**src/rtl/core_pkg.sv**
```systemverilog
// core_pkg: shared opcodes, FSM state, execute-result bundle and op classifier
// for the core_v0 pipeline.
`default_nettype none

package core_pkg;

  localparam int XLEN_DEF   = 32;
  localparam int REG_AW_DEF = 5;

  localparam logic [7:0] OP_R      = 8'h33;
  localparam logic [7:0] OP_I      = 8'h13;
  localparam logic [7:0] OP_LOAD   = 8'h03;
  localparam logic [7:0] OP_STORE  = 8'h23;
  localparam logic [7:0] OP_JAL    = 8'h6f;
  localparam logic [7:0] OP_BRANCH = 8'h63;

  localparam logic [2:0] FUNCT3_W = 3'h2;

  typedef enum logic [1:0] {
    ST_IDLE = 2'd0,
    ST_MEM  = 2'd1,
    ST_WB   = 2'd2
  } wb_state_e;

  typedef enum logic [2:0] {
    CLS_ALU     = 3'd0,
    CLS_LOAD    = 3'd1,
    CLS_STORE   = 3'd2,
    CLS_BRANCH  = 3'd3,
    CLS_ILLEGAL = 3'd4
  } op_class_e;

  typedef struct packed {
    logic [7:0]            op;
    logic [2:0]            funct3;
    logic [REG_AW_DEF-1:0] rd;
    logic [XLEN_DEF-1:0]   rd_d;
    logic [XLEN_DEF-1:0]   memw_d;
    logic [XLEN_DEF-1:0]   addr;
    logic [XLEN_DEF-1:0]   pc;
  } exe_result_t;

  // Only word-sized loads/stores are supported; other widths are illegal.
  function automatic op_class_e classify(input logic [7:0] op, input logic [2:0] funct3);
    op_class_e cls;
    cls = CLS_ILLEGAL;
    case (op)
      OP_R, OP_I, OP_JAL: cls = CLS_ALU;
      OP_LOAD:            cls = (funct3 == FUNCT3_W) ? CLS_LOAD : CLS_ILLEGAL;
      OP_STORE:           cls = (funct3 == FUNCT3_W) ? CLS_STORE : CLS_ILLEGAL;
      OP_BRANCH:          cls = CLS_BRANCH;
      default:            cls = CLS_ILLEGAL;
    endcase
    return cls;
  endfunction

endpackage

`default_nettype wire

```
**src/rtl/mem_req_timer.sv**
```systemverilog
// mem_req_timer: cycle counter for the data-memory wait, flags when the
// count reaches MEM_TIMEOUT-1.
`default_nettype none

module mem_req_timer #(
  parameter int MEM_TIMEOUT = 16
) (
  input  logic clock_i,
  input  logic reset_i,
  input  logic clear_i,
  input  logic en_i,
  output logic expired_o
);

  localparam int CW = $clog2(MEM_TIMEOUT);
  localparam logic [CW-1:0] LIMIT = CW'(MEM_TIMEOUT - 1);

  logic [CW-1:0] cnt_q;
  logic [CW-1:0] cnt_d;

  always_comb begin
    cnt_d = cnt_q;
    if (clear_i) begin
      cnt_d = '0;
    end else if (en_i) begin
      cnt_d = cnt_q + 1'b1;
    end
  end

  always_ff @(posedge clock_i) begin
    if (reset_i) begin
      cnt_q <= '0;
    end else begin
      cnt_q <= cnt_d;
    end
  end

  assign expired_o = (cnt_q == LIMIT);

endmodule

`default_nettype wire

```
**src/rtl/mem_writeback.sv**
```systemverilog
// mem_writeback: final core_v0 stage; runs the dmem transaction for LW/SW,
// then retires with a register-file write pulse and the next PC.
`default_nettype none

module mem_writeback
  import core_pkg::*;
#(
  parameter int XLEN        = XLEN_DEF,
  parameter int REG_AW      = REG_AW_DEF,
  parameter int MEM_TIMEOUT = 16
) (
  input  logic              clock_i,
  input  logic              reset_i,
  input  logic              in_valid_i,
  output logic              in_ready_o,
  input  logic [7:0]        exe_op_i,
  input  logic [2:0]        exe_funct3_i,
  input  logic [REG_AW-1:0] exe_rd_i,
  input  logic [XLEN-1:0]   exe_rd_d_i,
  input  logic [XLEN-1:0]   exe_memw_d_i,
  input  logic [XLEN-1:0]   exe_addr_i,
  input  logic [XLEN-1:0]   exe_pc_i,
  output logic              dmem_req_o,
  output logic              dmem_we_o,
  output logic [XLEN-1:0]   dmem_addr_o,
  output logic [XLEN-1:0]   dmem_wdata_o,
  input  logic              dmem_ack_i,
  input  logic [XLEN-1:0]   dmem_rdata_i,
  output logic              regfw_we_o,
  output logic [REG_AW-1:0] regfw_rd_o,
  output logic [XLEN-1:0]   regfw_d_o,
  output logic              pc_valid_o,
  output logic [XLEN-1:0]   pc_out_o,
  output logic              err_timeout_o,
  output logic              err_illegal_o
);

  exe_result_t w_exe;
  op_class_e   w_cls;
  logic        w_accept;
  logic        w_expired;

  wb_state_e         state_q;
  logic [REG_AW-1:0] rd_q;
  logic [XLEN-1:0]   pc_q;
  logic              load_q;

  logic              dmem_req_q;
  logic              dmem_we_q;
  logic [XLEN-1:0]   dmem_addr_q;
  logic [XLEN-1:0]   dmem_wdata_q;
  logic              regfw_we_q;
  logic [REG_AW-1:0] regfw_rd_q;
  logic [XLEN-1:0]   regfw_d_q;
  logic              pc_valid_q;
  logic [XLEN-1:0]   pc_out_q;
  logic              err_timeout_q;
  logic              err_illegal_q;

  assign w_exe = '{op: exe_op_i, funct3: exe_funct3_i, rd: exe_rd_i, rd_d: exe_rd_d_i,
                   memw_d: exe_memw_d_i, addr: exe_addr_i, pc: exe_pc_i};
  assign w_cls = classify(w_exe.op, w_exe.funct3);

  assign in_ready_o = (state_q == ST_IDLE) && !reset_i;
  assign w_accept   = in_ready_o && in_valid_i;

  mem_req_timer #(
    .MEM_TIMEOUT (MEM_TIMEOUT)
  ) u_timer (
    .clock_i   (clock_i),
    .reset_i   (reset_i),
    .clear_i   (w_accept),
    .en_i      ((state_q == ST_MEM) && !dmem_ack_i),
    .expired_o (w_expired)
  );

  // Retire outputs are loaded on the edge that enters WB so they are high
  // exactly during the single WB cycle.
  always_ff @(posedge clock_i) begin
    if (reset_i) begin
      state_q       <= ST_IDLE;
      rd_q          <= '0;
      pc_q          <= '0;
      load_q        <= 1'b0;
      dmem_req_q    <= 1'b0;
      dmem_we_q     <= 1'b0;
      dmem_addr_q   <= '0;
      dmem_wdata_q  <= '0;
      regfw_we_q    <= 1'b0;
      regfw_rd_q    <= '0;
      regfw_d_q     <= '0;
      pc_valid_q    <= 1'b0;
      pc_out_q      <= '0;
      err_timeout_q <= 1'b0;
      err_illegal_q <= 1'b0;
    end else begin
      regfw_we_q    <= 1'b0;
      pc_valid_q    <= 1'b0;
      err_timeout_q <= 1'b0;
      err_illegal_q <= 1'b0;
      case (state_q)
        ST_IDLE: begin
          if (w_accept) begin
            rd_q   <= w_exe.rd;
            pc_q   <= w_exe.pc;
            load_q <= (w_cls == CLS_LOAD);
            if ((w_cls == CLS_LOAD) || (w_cls == CLS_STORE)) begin
              state_q      <= ST_MEM;
              dmem_req_q   <= 1'b1;
              dmem_we_q    <= (w_cls == CLS_STORE);
              dmem_addr_q  <= w_exe.addr;
              dmem_wdata_q <= w_exe.memw_d;
            end else begin
              state_q       <= ST_WB;
              pc_valid_q    <= 1'b1;
              pc_out_q      <= w_exe.pc;
              regfw_we_q    <= (w_cls == CLS_ALU) && (w_exe.rd != '0);
              regfw_rd_q    <= w_exe.rd;
              regfw_d_q     <= w_exe.rd_d;
              err_illegal_q <= (w_cls == CLS_ILLEGAL);
            end
          end
        end
        ST_MEM: begin
          // Ack takes priority over the timeout on the threshold cycle.
          if (dmem_ack_i || w_expired) begin
            state_q       <= ST_WB;
            dmem_req_q    <= 1'b0;
            dmem_we_q     <= 1'b0;
            pc_valid_q    <= 1'b1;
            pc_out_q      <= pc_q;
            regfw_rd_q    <= rd_q;
            regfw_d_q     <= dmem_rdata_i;
            regfw_we_q    <= dmem_ack_i && load_q && (rd_q != '0);
            err_timeout_q <= !dmem_ack_i;
          end
        end
        ST_WB: begin
          state_q <= ST_IDLE;
        end
        default: begin
          state_q <= ST_IDLE;
        end
      endcase
    end
  end

  assign dmem_req_o    = dmem_req_q;
  assign dmem_we_o     = dmem_we_q;
  assign dmem_addr_o   = dmem_addr_q;
  assign dmem_wdata_o  = dmem_wdata_q;
  assign regfw_we_o    = regfw_we_q;
  assign regfw_rd_o    = regfw_rd_q;
  assign regfw_d_o     = regfw_d_q;
  assign pc_valid_o    = pc_valid_q;
  assign pc_out_o      = pc_out_q;
  assign err_timeout_o = err_timeout_q;
  assign err_illegal_o = err_illegal_q;

endmodule

`default_nettype wire

```
**config.mk**
```make
export PLATFORM = sky130hd
export DESIGN_NAME = mem_writeback
export DESIGN_NICKNAME = d
export VERILOG_FILES = /design/src/rtl/core_pkg.sv /design/src/rtl/mem_req_timer.sv /design/src/rtl/mem_writeback.sv
export SDC_FILE = /design/constraint.sdc
export NUM_CORES = 1
export LEC_CHECK = 0
export ABC_AREA = 1
export ABC_CLOCK_PERIOD_IN_PS = 2000
export CORE_ASPECT_RATIO = 0.7
export CORE_MARGIN = 1.5
export CORE_UTILIZATION = 44
export CTS_CLUSTER_SIZE = 40
export DETAILED_ROUTE_END_ITERATION = 12
export GPL_TIMING_DRIVEN = 1
export HOLD_SLACK_MARGIN = 0.1
export MAX_ROUTING_LAYER = met4
export PLACE_DENSITY = 0.84
export REMOVE_ABC_BUFFERS = 1
export SLEW_MARGIN = 10
export SYNTH_ARGS = -nofsm -noshare
export SYNTH_HDL_FRONTEND = slang
export SYNTH_HIERARCHICAL = 1
export SYNTH_SLANG_ARGS = --single-unit
export TNS_END_PERCENT = 50
```
**constraint.sdc**
```tcl
create_clock -name clock_i -period 2 [get_ports clock_i]
set_input_delay 0.3 -clock clock_i [delete_from_list [all_inputs] [get_ports clock_i]]
set_output_delay 0.3 -clock clock_i [all_outputs]
set_load 0.02 [all_outputs]
```
# --- After elaboration in Yosys (flattened, before gate mapping) ---
# Cells that the tools add are included.
totals:
  mem_bits_rw: 0
  word_cells: 95
  latchBits: 0
  input_bits: 180
  output_inout_bits: 140
  regBits: 183
  mem_count: 0
  mem_bits_ro: 0
op_classes:
  multipliers: 0
  div: 0
  muxes: 34
  shifts: 0
  n_eq_ne: 16
  n_reduce_logical: 24
  n_addsub: 1
  magnitude_cmp: 0
  bitwise_logic: 4
ops:
  columns: ["op", "count"]
  rows:
  - ["two-way mux 32 bit", 6]
  - ["one-hot mux 32 bit (2 select lines)", 2]
  - ["equality test 8 x 6 -> 1 bit (second input constant)", 2]
  - ["equality test 8 x 7 -> 1 bit (second input constant)", 2]
  - ["two-way mux 5 bit", 3]
  - ["one-hot mux 3 bit (4 select lines)", 1]
  - ["two-way mux 1 bit", 11]
  - ["one-hot mux 5 bit (2 select lines)", 1]
  - ["nonzero test 5 bit", 2]
  - ["equality test 8 x 2 -> 1 bit (second input constant)", 1]
  - ["equality test 8 x 5 -> 1 bit (second input constant)", 1]
  - ["one-hot mux 1 bit (2 select lines)", 4]
  - ["AND reduction 4 bit", 2]
  - ["equality test 3 x 2 -> 1 bit (second input constant)", 2]
  - ["logical AND 1 bit", 6]
  - ["two-way mux 2 bit", 3]
  - ["two-way mux 3 bit", 2]
  - ["!= test 2 x 1 -> 1 bit (second input constant)", 3]
  - ["OR reduction 3 bit", 2]
  - ["adder 4 x 1 -> 4 bit (second input constant)", 1]
  - ["equality test 4 bit (second input constant)", 1]
  - ["inverter 1 bit", 4]
  - ["one-hot mux 2 bit (2 select lines)", 1]
  - ["AND reduction 2 bit", 2]
  - ["12 further kinds", 14]

# --- Depth between registers and ports, before layout ---
depth:
  depth_word: 8
  depth_mapped: 11
  ltp_nobuf: 9

# --- Modules after synthesis ---
# The synthesis kept the hierarchy.
modules_own_cells:
  columns: ["module", "cells_per_inst", "n_inst", "seq_area_each_um2", "area_each_um2"]
  rows:
  - ["mem_writeback", 1159, 1, 3583.4, 7830.0]
  - ["mem_req_timer", 23, 1, 80.1, 172.7]

# --- Least setup slack after synthesis ---
# Ideal clock, no wire load.
synth_timing:
  kind: "register to register"
  startpoint: "register state_q[0]"
  endpoint: "register u_timer.cnt_q[3]"
  required_time_ns: 1.887
  slack_ns: 0.245
  synth_period_minus_slack_ns: 1.755
  arrival_ns: 1.643
  path_buffers: 2
  path_stages_with_launch: 12
  setup_time_ns: 0.113
  cell_sequence: "dfxtp_1 inv_2 nor2_4 inv_2 buf_2 buf_1 nor2_1 nand2_1 nor2_2 nand2_1 nand2_1 nor2_1"
synth_between:
  elab_chain_cells: 4
  word_cells_on_any_way: 6
  cone_classes: "eq/ne (1); reduce/logical (5)"
synth_lines:
  columns: ["element", "line_no", "text"]
  rows:
  - ["start: declaration", "mem_writeback.sv:43", "wb_state_e state_q;"]
  - ["start signal: assignment", "mem_writeback.sv:81", "state_q <= ST_IDLE;"]
  - ["start signal: assignment", "mem_writeback.sv:108", "state_q <= ST_MEM;"]
  - ["start signal: assignment", "mem_writeback.sv:114", "state_q <= ST_WB;"]
  - ["zero test 2 bit", "mem_writeback.sv:64", "assign in_ready_o = (state_q == ST_IDLE) && !reset_i;"]
  - ["logical AND 1 bit", "mem_writeback.sv:64", null]
  - ["logical AND 1 bit", "mem_writeback.sv:65", "assign w_accept = in_ready_o && in_valid_i;"]
  - ["OR reduction 2 bit (no source line)", null, null]
  - ["end signal: assignment", "mem_req_timer.sv:34", "cnt_q <= cnt_d;"]
  - ["end: declaration", "mem_req_timer.sv:18", "logic [CW-1:0] cnt_q;"]
# Several ways; a longest one is shown, not always the timed one.
# A chain may end at the register's enable or synchronous reset.

# --- Worst setup path after layout ---
layout_timing:
  startpoint: "register u_timer.cnt_q[0]"
  endpoint: "register regfw_d_q[15], in the netlist regfw_d_o[15]"
layout_between:
  elab_chain_cells: 4
layout_lines:
  columns: ["element", "line_no", "text"]
  rows:
  - ["equality test 4 bit", "mem_req_timer.sv:38", "assign expired_o = (cnt_q == LIMIT);"]
  - ["via w_expired", "mem_writeback.sv:41", "logic w_expired;"]
  - ["logical OR 1 bit", "mem_writeback.sv:126", "if (dmem_ack_i || w_expired) begin"]
  - ["!= test 2 x 1 -> 1 bit (no source line)", null, null]
  - ["AND reduction 4 bit (no source line)", null, null]
  - ["end signal: assignment", "mem_writeback.sv:119", "regfw_d_q <= w_exe.rd_d;"]
  - ["end signal: assignment", "mem_writeback.sv:133", "regfw_d_q <= dmem_rdata_i;"]
  - ["end: declaration", "mem_writeback.sv:54", "logic [XLEN-1:0] regfw_d_q;"]
# The timed path passes the listed nets, and every way through them passes these cells.

==> impl_metrics.csv <==
group,metric,value,unit
run_status,status,"finished clean",
detailed_routing,drt_wl_total,25000,um
timing,min_period_over_period,93.3,%
critical_path,path_cells,"ha_1 > and3_2 > nor2_1 > nand2_1 > nand2_1 > a21oi_2 > o21ai_4 > buf_4 > nor2_1 > nor2_1",
timing,slew_headroom,47.1,%
critical_path,path_common_cell,"nor2_1",
clock_tree,cts.path.max_buffers,2,
pwr,pwr-share-seq,45.2,%
pwr,combinationalPowerShare,15.3,%
finish,final_cell_mix,"clkdlybuf4s50_1 (317), nand2_1 (285), dfxtp_1 (183)",
clock_tree,clk_latency,0.42,ns
global_route,grt_use_total,25.5,%
detailed_routing,drtAntennaViolNets,0,
pwr,p_int,0.00636,W
critical_path,cp_max_fo,26,
logic_synthesis,synth_fa_ha_area_share,0.156,%
timing,finalClockSkew,0.0107,ns
job,cap_violations,0,
critical_path,start_kind,"flip-flop",
pwr,ir_worst_vdd,0.399,mV
clock_tree,htreeDepth,4,
logic_synthesis,synthXorXnorAreaFrac,0,%
critical_path,worst_path_max_delay_cell,"dfxtp_1",
logic_synthesis,synth.area.top_cells,"dfxtp_1 (46%), nand2_1 (13%), nand3_1 (8.8%)",
floorplan,die-area,0.0190,sq mm
placed_design,post-dp-hpwl,17100,um
finish,nets,1648,
critical_path,arrival,2.18,ns
logic_synthesis,ys_types,26,
logic_synthesis,synth_cells,1182,
detailed_routing,vias,8491,
floorplan,die_h,116,um
global_route,grt_pass1_vias,7486,
logic_synthesis,synth_compound_area_share,12.1,%
clock_tree,hold_buffers,0,
critical_path,cp-end-kind,"flip-flop",
pwr,power_frac_clock,39.5,%
pwr,fin_total_pwr,0.00856,W
clock_tree,path_clk_slew,0.07,ns
placed_design,globalplace.congestion,0.885,
finish,drive_above_1_share,5.34,%
clock_tree,cts_tree,"built",
pwr,power_density,712,mW/mm^2
timing,drv_slew,0,
finish,final_common_cell,"clkdlybuf4s50_1",
detailed_routing,routedWlPerCell,14.5,um
pwr,leakagePower,5.05,nW
logic_synthesis,yosys_warnings,6,
logic_synthesis,yosysSeqAreaShare,45.8,%
pwr,p_switching,0.00220,W
logic_synthesis,synth_largest_area_cell,"dfxtp_1",
global_route,antenna_found_initial,0,
timing,fmax,536,MHz
logic_synthesis,synth_top_family_by_area,"simple AND/OR/NAND/NOR gates",
timing,grt_setup_unrepaired,"false",
placed_design,portBuffers,319,
logic_synthesis,ys_ff_latch,183,
critical_path,crit_path_max_incr_delay,0.37,ns
global_route,grt_first_pass_wirelength,37200,um
logic_synthesis,synth.avg_cell_area,6.77,sq um
detailed_routing,dr.pass1.iters,5,
critical_path,critical_path_class,"flip-flop to flip-flop",
global_route,grt_max_degree,78,
timing,finalWorstSetupSlack,0.134,ns
timing,worst_pin_slew,0.794,ns
detailed_routing,drc,0,
finish,diodes,0,
timing,setup_violations,0,
floorplan,core,0.0179,sq mm
floorplan,initial_core_util,44.7,%
clock_tree,ctsRootBufferMaster,"clkbuf_16",
finish,fillers,1528,
finish,areaGrowthSynthToFinish,50.3,%
detailed_routing,vias_per_cell,4.95,
clock_tree,clock-sinks,183,
floorplan,dieWidth,164,um
critical_path,cp.required,2.31,ns
clock_tree,cts_setup_buffers,0,
timing,post-route-min-period,1.87,ns
logic_synthesis,synth-simple-area-share,31.2,%
floorplan,io_pins,320,
placed_design,dp_slack,-0.105,ns
hold_path,hold_class,"flip-flop to flip-flop",
logic_synthesis,synth.area.mux_share,0,%
timing,hold_viol_final,0,
timing,finalSetupTns,0,ns
detailed_routing,first_iter_violations,797,
clock_tree,numCtsBuffers,17,
floorplan,placementRows,41,
logic_synthesis,synth_area,0.00800,sq mm
global_route,grt_remaining_overflow,0,
pwr,sw_frac_of_total,25.7,%
logic_synthesis,synthDominantCellAreaShare,45.8,%
[final cells by class]
type,instances,area (sq um),share of cell area (%)
inverters,121,455,3.79
flip-flops and latches,183,3660,30.5
clock buffers,19,443,3.68
clock inverters,13,145,1.21
multi-input cells,795,3500,29.1
repair buffers,349,3520,29.3
well taps,236,295,2.46
[cell families (layout without fill, tap and decap cells)]
family	count (synthesis)	in the layout
simple gates	603	603
compound gates	191	191
buf+inv	204	502
fa+ha+maj	1	1
flops	183	183
[routing by layer]
metal / vias to the layer above / global-route usage [%] / share of wire [%]
met5: - / - / 0
met4: 0 / 6.97 / 1.5
met3: 31 / 5.30 / 6.9
met2: 305 / 41.8 / 48
met1: 3857 / 32.0 / 44
li1: 4298 / - / -
[Yosys cell counts]
master and n:
dfxtp_1 183, and3_1 1, o21ai_4 1, a21oi_2 1, inv_2 3, a21oi_1 110
nand2_1 287, nor2_1 157, nand3_1 141, inv_1 117, buf_2 23, nand4_1 5
nand2_2 1, o21ai_0 72, clkbuf_1 46, o21ai_1 7, nor3_4 1, nor3_1 5
buf_1 5, nor2_4 1, buf_4 1, nor2_2 3, buf_6 8, ha_1 1
clkinv_1 1, nand3_2 1
[metrics by stage]
step	util (%)	hold slack [ns]	area [sq um]	std cells
finish	67.2	0.447	12000	1716
global route	67.2	0.447	12000	1716
CTS	67.2	0.436	12000	1716
detailed placement	63.9	0.439	11400	1684
global placement	63.9	0.432	11400	1684
floorplan	-	0.369	7600	1099
[flip-flops by register name (all words and copies together), names as in the netlist, 4 cells and up]
name and count:
dmem_wdata_o 32, dmem_addr_o 32, regfw_rd_o 5, pc_q 32
u_timer/cnt_q 4, rd_q 5, regfw_d_o 32, pc_out_o 32
[worst max-delay path, delay by kind of cell, from the launching register on]
kind	cells	cell delay, ns
fa+ha+maj	1	0.19
simple gates	6	0.66
flops	1	0.37
buf+inv	1	0.24
compound gates	2	0.26
[power groups by stage]
stage / logic, W / clock network (W) / registers (W)
after CTS: 0.00131 / 0.00344 / 0.00387
after floorplan: 0.000422 / 0 / 0.00407
after global routing: 0.00142 / 0.00359 / 0.00388
final: 0.00131 / 0.00338 / 0.00387
after global placement: 0.00128 / 0 / 0.00395
after detailed placement: 0.00130 / 0 / 0.00395
[worst paths after layout]
check | from | end | slack (ns) | cells after the start
hold reg to reg | pc_q[17] | pc_q[17] | 0.45 | 2
hold / removal | pc_q[17] | pc_q[17] | 0.45 | 2
setup / recovery | u_timer/cnt_q[0] | regfw_d_o[15] | 0.13 | 10
setup reg to reg | u_timer/cnt_q[0] | regfw_d_o[15] | 0.13 | 10
[timing repair]
item	in CTS	in global routing
endpoints found under the hold margin	0	0
resized for setup	1	1
setup endpoints to repair	1	3
Note: power is estimated with default switching activity, not from simulation.
